**src/rtl/seq_pattern_tx.sv**
```systemverilog
// seq_pattern_tx: serial transmitter sending a latched pattern (LSB first) or a 16-bit LFSR stream, one bit per clock.
// Ports: clk / rst (async, active-low); start, mode, pattern, len are latched on start in IDLE;
// repeat_en is sampled at each end of pass; stop aborts to IDLE.
// Outputs (all registered): outp, out_valid, busy, done (one-cycle pulse), bit_idx.
module seq_pattern_tx #(
    parameter int WIDTH = 16,
    parameter int IDXW  = 5
) (
    input  logic             clk,
    input  logic             rst,
    input  logic             start,
    input  logic             mode,
    input  logic [WIDTH-1:0] pattern,
    input  logic [IDXW-1:0]  len,
    input  logic             repeat_en,
    input  logic             stop,
    output logic             outp,
    output logic             out_valid,
    output logic             busy,
    output logic             done,
    output logic [IDXW-1:0]  bit_idx
);
    typedef enum logic [1:0] {IDLE, SEND, DONE} state_t;
    state_t           state_q, state_d;
    logic [WIDTH-1:0] shreg_q, shreg_d;
    logic [15:0]      lfsr_q, lfsr_d, seed;
    logic             mode_q, mode_d;
    logic [IDXW-1:0]  len_q, len_d, idx_q, idx_d, idx_nx;
    logic             outp_q, outp_d, valid_q, valid_d, busy_q, busy_d, done_q, done_d;

    function automatic logic [15:0] lfsr_step(input logic [15:0] s);
        return {s[0] ^ s[2] ^ s[3] ^ s[5], s[15:1]};
    endfunction

    // The start edge already emits bit 0, so the LFSR is loaded one step ahead of the seed.
    always_comb begin
        state_d = state_q;
        shreg_d = shreg_q;
        lfsr_d  = lfsr_q;
        mode_d  = mode_q;
        len_d   = len_q;
        idx_d   = idx_q;
        outp_d  = 1'b0;
        valid_d = 1'b0;
        busy_d  = 1'b0;
        done_d  = 1'b0;
        seed    = (pattern[15:0] == 16'h0) ? 16'hACE1 : pattern[15:0];
        idx_nx  = (idx_q == len_q - 1'b1) ? '0 : idx_q + 1'b1;
        case (state_q)
            IDLE: if (start) begin
                state_d = SEND;
                mode_d  = mode;
                len_d   = (len == '0 || len > IDXW'(WIDTH)) ? IDXW'(WIDTH) : len;
                shreg_d = pattern;
                idx_d   = '0;
                outp_d  = mode ? seed[0] : pattern[0];
                valid_d = 1'b1;
                busy_d  = 1'b1;
                if (mode) lfsr_d = lfsr_step(seed);
            end
            SEND: if (stop) begin
                state_d = IDLE;
            end else if (idx_q == len_q - 1'b1 && !repeat_en) begin
                state_d = DONE;
                done_d  = 1'b1;
            end else begin
                idx_d   = idx_nx;
                outp_d  = mode_q ? lfsr_q[0] : |(shreg_q & (WIDTH'(1) << idx_nx));
                valid_d = 1'b1;
                busy_d  = 1'b1;
                if (mode_q) lfsr_d = lfsr_step(lfsr_q);
            end
            default: state_d = IDLE;
        endcase
    end

    always_ff @(posedge clk or negedge rst) begin
        if (!rst) begin
            state_q <= IDLE;
            shreg_q <= '0;
            lfsr_q  <= 16'hACE1;
            mode_q  <= 1'b0;
            len_q   <= '0;
            idx_q   <= '0;
            outp_q  <= 1'b0;
            valid_q <= 1'b0;
            busy_q  <= 1'b0;
            done_q  <= 1'b0;
        end else begin
            state_q <= state_d;
            shreg_q <= shreg_d;
            lfsr_q  <= lfsr_d;
            mode_q  <= mode_d;
            len_q   <= len_d;
            idx_q   <= idx_d;
            outp_q  <= outp_d;
            valid_q <= valid_d;
            busy_q  <= busy_d;
            done_q  <= done_d;
        end
    end

    assign outp      = outp_q;
    assign out_valid = valid_q;
    assign busy      = busy_q;
    assign done      = done_q;
    assign bit_idx   = idx_q;
endmodule

```
**config.mk**
```make
export PLATFORM = sky130hd
export DESIGN_NAME = seq_pattern_tx
export DESIGN_NICKNAME = d
export VERILOG_FILES = /design/src/rtl/seq_pattern_tx.sv
export SDC_FILE = /design/constraint.sdc
export NUM_CORES = 1
export LEC_CHECK = 0
export CORE_UTILIZATION = 54
export DETAILED_ROUTE_END_ITERATION = 12
export PLACE_DENSITY_LB_ADDON = 0.08
export REMOVE_ABC_BUFFERS = 1
export SLEW_MARGIN = 20
export SYNTH_ARGS = -nofsm -noshare
export SYNTH_HDL_FRONTEND = slang
export SYNTH_SLANG_ARGS = --single-unit
```
**constraint.sdc**
```tcl
create_clock -name clk -period 2.6 [get_ports clk]
set_input_delay 0.52 -clock clk [delete_from_list [all_inputs] [get_ports clk]]
set_output_delay 0.52 -clock clk [all_outputs]
set_load 0.005 [all_outputs]
```
==> results.md, run 1 <==
* Syn. warnings at 0
* Pre-CTS setup slack at 251 ps
* Area growth syn-to-layout at 20.8%
* Clk buf depth at 2
* CP startpoint kind: flip-flop
* DR vias/cell at approximately 5.6
* Fin area at 3120 µm²
* Post-CTS Hold Fix Bufs at 0
* Layout cells sized above 1 at 12.5%
* Mux cell area share after synthesis at under 10%
* Global-route usage over all layers at around 24%
* DIE AREA at 5060 µm²
* Max Freq at 447 MHz
* Worst slew margin at between 60% and 70%
* Initial antenna violation count at 0
* Initial core utilization at around 58%
* Placed cells at 364
* Max stage delay on crit path at roughly 550 ps
* Xor/xnor share of the synthesized area at 4.07%
* ANT nets after route at 0
* Core Region at between 4000 and 5000 µm²
* Critical path data arrival time at between 2000 and 2500 ps
* Synthesized-area fraction occupied by adder cells at roughly 1.5%
* Inserted Clock Buffers at 5
* Count leader, synth: nand2_1
* Post-Syn Area at ~2600 µm²
* Slew Limit Fails at 0
* CP Class: reg -> reg
* Initial DRT Pass Iterations at 8
* CTS root buffer: clkbuf_8
* Hold crit path type: in -> async
* Clock Skews at approximately 5.2 ps
* Sequential share of power at between 40 and 50%
* Most common library cells after synthesis: nand2_1, dfrtp_1, o21ai_0
* Via count at approximately 2100
* Leak pwr at 1.39 nW
* Clock latency on the worst-skew pair at approximately 300 ps
* Largest net degree at the start of global routing at 49
* Global route overflow at 0
* Main combinational cell family by area after synthesis: simple AND/OR/NAND/NOR gates
* ANT cells at 0
* First-pass GRT wire length at about 9.4 mm
* Vias in the first global route at about 2000
* Cells after synthesis at between 200 and 300
* PortBufs at 35
* Cell chain of the critical path: ha_1 -> mux4_2 -> mux2_2 -> a221oi_2 -> o211ai_1
* Synth top area share at 38.8%
* Rows at 24
* Final min period at approximately 2200 ps
* Synth area leader: dfrtp_1
* Non-Filler Instances at approximately 370
* Clk sink count at between 40 and 50
* Unrepaired setup endpoints after global routing: false
* Synth Register Bits at 48
* H-tree levels at 2
* Fin nets at 349
* VDD IR-drop max at 0.397 mV
* Worst slew pin tran at around 600 ps
* Max Cap Viol at 0
* Gate power share at 40.5%
* Chip width at 71.1 µm
* Sw Ratio at 35.2%
* CTS tree: built
* Initial DRC count at ~200
* Min setup slack post-route at approximately 360 ps
* Post-CTS setup repair buffer count at 0
* Seq/Total Area, Yosys at 46.9%
* Pint at a little under 0.002 W
* Gp weighted congestion at 0.765
* Wire per inst at 15.2 µm
* # setup viols final at 0
* Switching power at between 0.001 and 0.0015 W
* Area post-placement at approximately 3000 µm²
* CP Buf/Inv Count at 0
* Final Cycle Share at between 80% and 90%
* Height of the die at roughly 71 µm
* Final hold vios at 0
* Worst setup EP type: flip-flop
* # resized after CTS at 0
* Failing checks: DRC
* Ys async rst share at between 90% and 100%
* Worst EP required at approximately 2800 ps
* Compound-Gate Fraction of Synth Area at roughly an eighth
* Drt drc at 3
* Post-synth EDFFs at 0
* Library cells used by synthesis at 45
* PD cells at between 900 and 1000 nW/µm²
* Ranking of synthesized cells by area: dfrtp_1, nand2_1, dfstp_2
* Synth Flop Type: dfrtp_1
* Io pins at 36
* Max FO, Critical Path at 7
* Slowest cell on crit path: mux4_2
* Clk pwr share at approximately 18%
* Synth Area in Simple Gates at between 20% and 30%
* Total wire length at between 5 and 6 mm
* Syn_area_per_cell at roughly 9.2 µm²
* Detailed placement HPWL at around 4 mm
* Status: complete, but fails checks
* Clock slew seen by the registers of the worst setup and hold paths at around 90 ps
* Fin Setup TNS at 0 ps
* Crit-path leading delay family: multiplexers
## stage by stage
| step | utilization (%) | total power, W | hold slack (ps) |
|---|---|---|---|
| floorplan | - | 0.00203 | 224 |
| global placement | 67.3 | 0.00242 | 456 |
| detailed placement | 67.3 | 0.00246 | 458 |
| CTS | 69.7 | 0.00301 | 200 |
| global route | 69.7 | 0.00320 | 198 |
| finish | 69.7 | 0.00299 | 190 |
## power groups by stage
stage,clock network [W],logic (W),registers (W)
6_report,0.000543,0.00121,0.00124
5_1_grt,0.000583,0.00135,0.00127
4_1_cts,0.000555,0.00122,0.00123
3_5_place_dp,0,0.00121,0.00125
3_3_place_gp,0,0.00118,0.00124
2_1_floorplan,0,0.000817,0.00122
## area by class of cell
type | count | area, µm²
clock buffers | 6 | 72.6
multi-input cells | 211 | 1260
clock inverters | 2 | 35.0
repair buffers | 48 | 455
fillers | 374 | 1360
well taps | 52 | 65.1
flip-flops and latches | 48 | 1210
inverters | 5 | 18.8
## layout by cell type (no fill, tap or decap), types with 3 or more instances in the layout
cell / Yosys / final
nand2_1: 85 / 85
dfrtp_1: 40 / 40
clkdlybuf4s50_1: 0 / 34
o21ai_0: 26 / 26
buf_4: 1 / 12
mux2i_1: 10 / 10
xnor2_1: 8 / 8
dfstp_2: 8 / 8
nor2_1: 7 / 7
or3_1: 7 / 7
nand3_1: 6 / 6
nor4_1: 6 / 6
inv_1: 5 / 5
clkbuf_8: 0 / 5
xor2_1: 4 / 4
nor2b_1: 4 / 4
nand3b_1: 4 / 4
a21oi_1: 4 / 4
nor3_1: 3 / 3
nand2b_1: 3 / 3
mux4_2: 3 / 3
and2_1: 3 / 3
ha_1: 3 / 3
## cell families (layout without fill, tap and decap cells)
family	count (synthesis)	count (layout)
XOR/XNOR	12	12
adder cells (fa/ha/maj)	3	3
buffers and inverters	21	61
AO/OA/AOI/OAI	48	48
flip-flops	48	48
multiplexers	15	15
AND/OR/NAND/NOR	133	133
## routing by layer
layer / track usage [%] / wire [µm] / vias to the layer above
li1: - / - / 1034
met1: 34.5 / 2600 / 998
met2: 38.2 / 2640 / 56
met3: 4.84 / 364 / 6
met4: 6.67 / 55 / 0
met5: 0 / 0 / -
## flip-flops by register name, summed over array words and instances, names as in the netlist
register and cells:
shreg_q 16, lfsr_q 16, mode_q 1, done 1, len_q 5, bit_idx 5
state_q 2, busy 1, outp 1
## final timing paths
path,startpoint,slack (ps),cells after the start,endpoint
setup / recovery,bit_idx[1],360,5,outp
hold / removal,rst,190,2,mode_q
setup reg to reg,bit_idx[1],360,5,outp
hold reg to reg,shreg_q[12],480,2,shreg_q[12]
max in group asynchronous,rst,2130,2,lfsr_q[10]
min in group clk,shreg_q[12],480,2,shreg_q[12]
Power figures use the tool's default switching activity.
==> inputs of run 2 (changes only) <==
--- a/config.mk
+++ b/config.mk
@@ -9,7 +9,6 @@
 export DETAILED_ROUTE_END_ITERATION = 12
 export PLACE_DENSITY_LB_ADDON = 0.08
 export REMOVE_ABC_BUFFERS = 1
-export SLEW_MARGIN = 20
 export SYNTH_ARGS = -nofsm -noshare
 export SYNTH_HDL_FRONTEND = slang
 export SYNTH_SLANG_ARGS = --single-unit
==> results of run 2 <==
Same layout as run 1: the final DEF is identical, and so are final timing and power.
==> inputs of run 3 (changes only) <==
--- a/config.mk
+++ b/config.mk
@@ -7,8 +7,10 @@
 export LEC_CHECK = 0
 export CORE_UTILIZATION = 54
 export DETAILED_ROUTE_END_ITERATION = 12
+export GPL_ROUTABILITY_DRIVEN = 0
 export PLACE_DENSITY_LB_ADDON = 0.08
 export REMOVE_ABC_BUFFERS = 1
+export SETUP_SLACK_MARGIN = 0.5
 export SYNTH_ARGS = -nofsm -noshare
 export SYNTH_HDL_FRONTEND = slang
 export SYNTH_SLANG_ARGS = --single-unit
==> run 3 against run 2 <==
The flow still finishes with violations (DRC). Global-route usage is 0.58 points higher. Final area rose by 4.8%. Cell count up 2.4%. Critical path depth did not move. Critical endpoint unchanged. Fmax rose by 9.3%. Register-to-register slack improved by 190 ps.
==> results.md, run 3 (synthesis gave the netlist of run 1 again) <==
* CTS tree: built
* Area of the multi-input gates at ~1300 µm²
* Initial antenna violation count at 0
* R2R Path End: outp
* Clk sink count at 48
* Core Region at approximately 4500 µm²
* Initial DRT Pass Iterations at 9
* Crit path launch: bit_idx[1]
* PortBufs at 35
* Failing checks: DRC
* Leak pwr at 1.44 nW
* Worst setup EP type: flip-flop
* Clock slew seen by the registers of the worst setup and hold paths at 90 ps
* Detailed placement HPWL at around 4 mm
* Largest regs: lfsr_q (16), shreg_q (16)
* Fin Setup TNS at 0 ps
* Slowest cell on crit path: mux4_2
* R2R depth at 5
* H-tree levels at 2
* Worst slew pin tran at 503 ps
* Placed cells at 364
* Wire per inst at between 15 and 20 µm
* Chip width at roughly 71 µm
* Post-CTS Hold Fix Bufs at 0
* Final Cycle Share at between 70% and 80%
* Height of the die at between 70 and 80 µm
* Max Cap Viol at 0
* DIE AREA at 5060 µm²
* Most frequent cells in the layout: nand2_1, dfrtp_1, clkdlybuf4s50_1, o21ai_0, buf_4
* FF/Latch Area at about 1200 µm²
* ANT cells at 0
* Total wire length at ~6.0 mm
* Status: complete, but fails checks
* ANT nets after route at 0
* Hold crit path type: in -> async
* Reg2reg start: bit_idx[1]
* Critical path data arrival time at about 2200 ps
* Io pins at 36
* Hold_ws at between 150 and 200 ps
* PnR Total Power at roughly 0.0032 W
* Vias in the first global route at 1981
* Layout cells sized above 1 at 18.2%
* CP Buf/Inv Count at 0
* Global route overflow at 0
* DR vias/cell at around 5.7
* Rows at 24
* Max stage delay on crit path at 500 ps
* Initial core utilization at between 50% and 60%
* Final hold vios at 0
* Fin nets at between 300 and 400
* Largest net degree at the start of global routing at just under 50
* Initial DRC count at 171
* Final min period at 2050 ps
* Clk buf depth at 2
* VDD IR-drop max at ~0.44 mV
* Worst slew margin at between 60% and 70%
* Fillers at 350
* Max FO, Critical Path at 6
* CP startpoint kind: flip-flop
* First-pass GRT wire length at 9.56 mm
* Crit path capture: outp
* CTS root buffer: clkbuf_8
* Commonest non-fill, non-tap cell in the layout: nand2_1
* Final core occ at between 70% and 80%
* Non-Filler Instances at around 380
* Slew Limit Fails at 0
* CP Class: reg -> reg
* Drt drc at 3
* Levels on crit path at 5
* Clock Skews at roughly 6.7 ps
* Worst EP required at around 2800 ps
* # setup viols final at 0
* Unrepaired setup endpoints after global routing: true
* Via count at 2181
* PD cells at roughly 970 nW/µm²
* Inserted Clock Buffers at 5
* Global-route usage over all layers at approximately 25%
* Max Freq at between 400 and 500 MHz
* Reg2reg setup slack at ~550 ps
* Area growth syn-to-layout at 26.6%
* Clock latency on the worst-skew pair at about 300 ps
* Crit-path leading delay family: multiplexers
* Cell chain of the critical path: ha_4 -> mux4_2 -> mux2_2 -> a221oi_2 -> o211ai_1
[run 3: cell count changes in the layout (fill, tap and decap cells not counted), moves of 2 or more]
| cell | change |
|---|---|
| ha_1 | -2 |
| buf_4 | +4 |
| dfrtp_2 | +2 |
| nor2_1 | -2 |
| ha_4 | +2 |
| nand2_1 | -3 |
| nand2_2 | +2 |
| dfrtp_1 | -2 |
| buf_6 | +2 |
[run 3: per-stage QoR]
stage | setup slack (ps) | area, µm²
2_1_floorplan | 265 | 2490
3_3_place_gp | 318 | 3010
3_5_place_dp | 251 | 3010
4_1_cts | 506 | 3160
5_1_grt | 474 | 3270
6_report | 553 | 3270
[run 3: worst min-delay path by stage]
stage	slack, ps	from	cells past startpoint	endpoint
2_1_floorplan	220	rst	0	bit_idx[0]
3_3_place_gp	460	shreg_q[11]	2	shreg_q[11]
3_5_place_dp	460	shreg_q[12]	2	shreg_q[12]
4_1_cts	200	rst	2	bit_idx[0]
5_1_grt	200	rst	2	bit_idx[4]
6_report	180	rst	2	done
[run 3: layout make-up]
| class | instances | share of cell area [%] |
|---|---|---|
| well taps | 52 | 1.99 |
| multi-input cells | 211 | 40.4 |
| repair buffers | 57 | 16.5 |
| flip-flops and latches | 48 | 37.2 |
| inverters | 5 | 0.574 |
| clock buffers | 6 | 2.22 |
| clock inverters | 2 | 1.07 |
[run 3: power by group]
part / switching, W / internal, W / total [W]
clock network: 0.000261 / 0.000286 / 0.000547
logic: 0.000664 / 0.000731 / 0.00139
registers: 0.000197 / 0.00105 / 0.00124
[run 3: metal layers]
layer,global-route usage (%),part of all wire [%]
met1,35.3,45
met2,38.9,47
met3,4.84,6.8
met4,7.56,1.3
met5,0,0
[run 3: worst register-to-register path: stages, from the launching register on]
cell and delay [ps]:
dfrtp_2 490, ha_4 330, mux4_2 500, mux2_2 280, a221oi_2 220, o211ai_1 120
[run 3: what timing repair did]
| action | CTS | global route |
|---|---|---|
| pin swaps | 1 | 7 |
| endpoints found under the setup margin | 9 | 18 |
| resized for setup | 3 | 15 |
| buffers inserted | 4 | 3 |
| cloned | 0 | 2 |
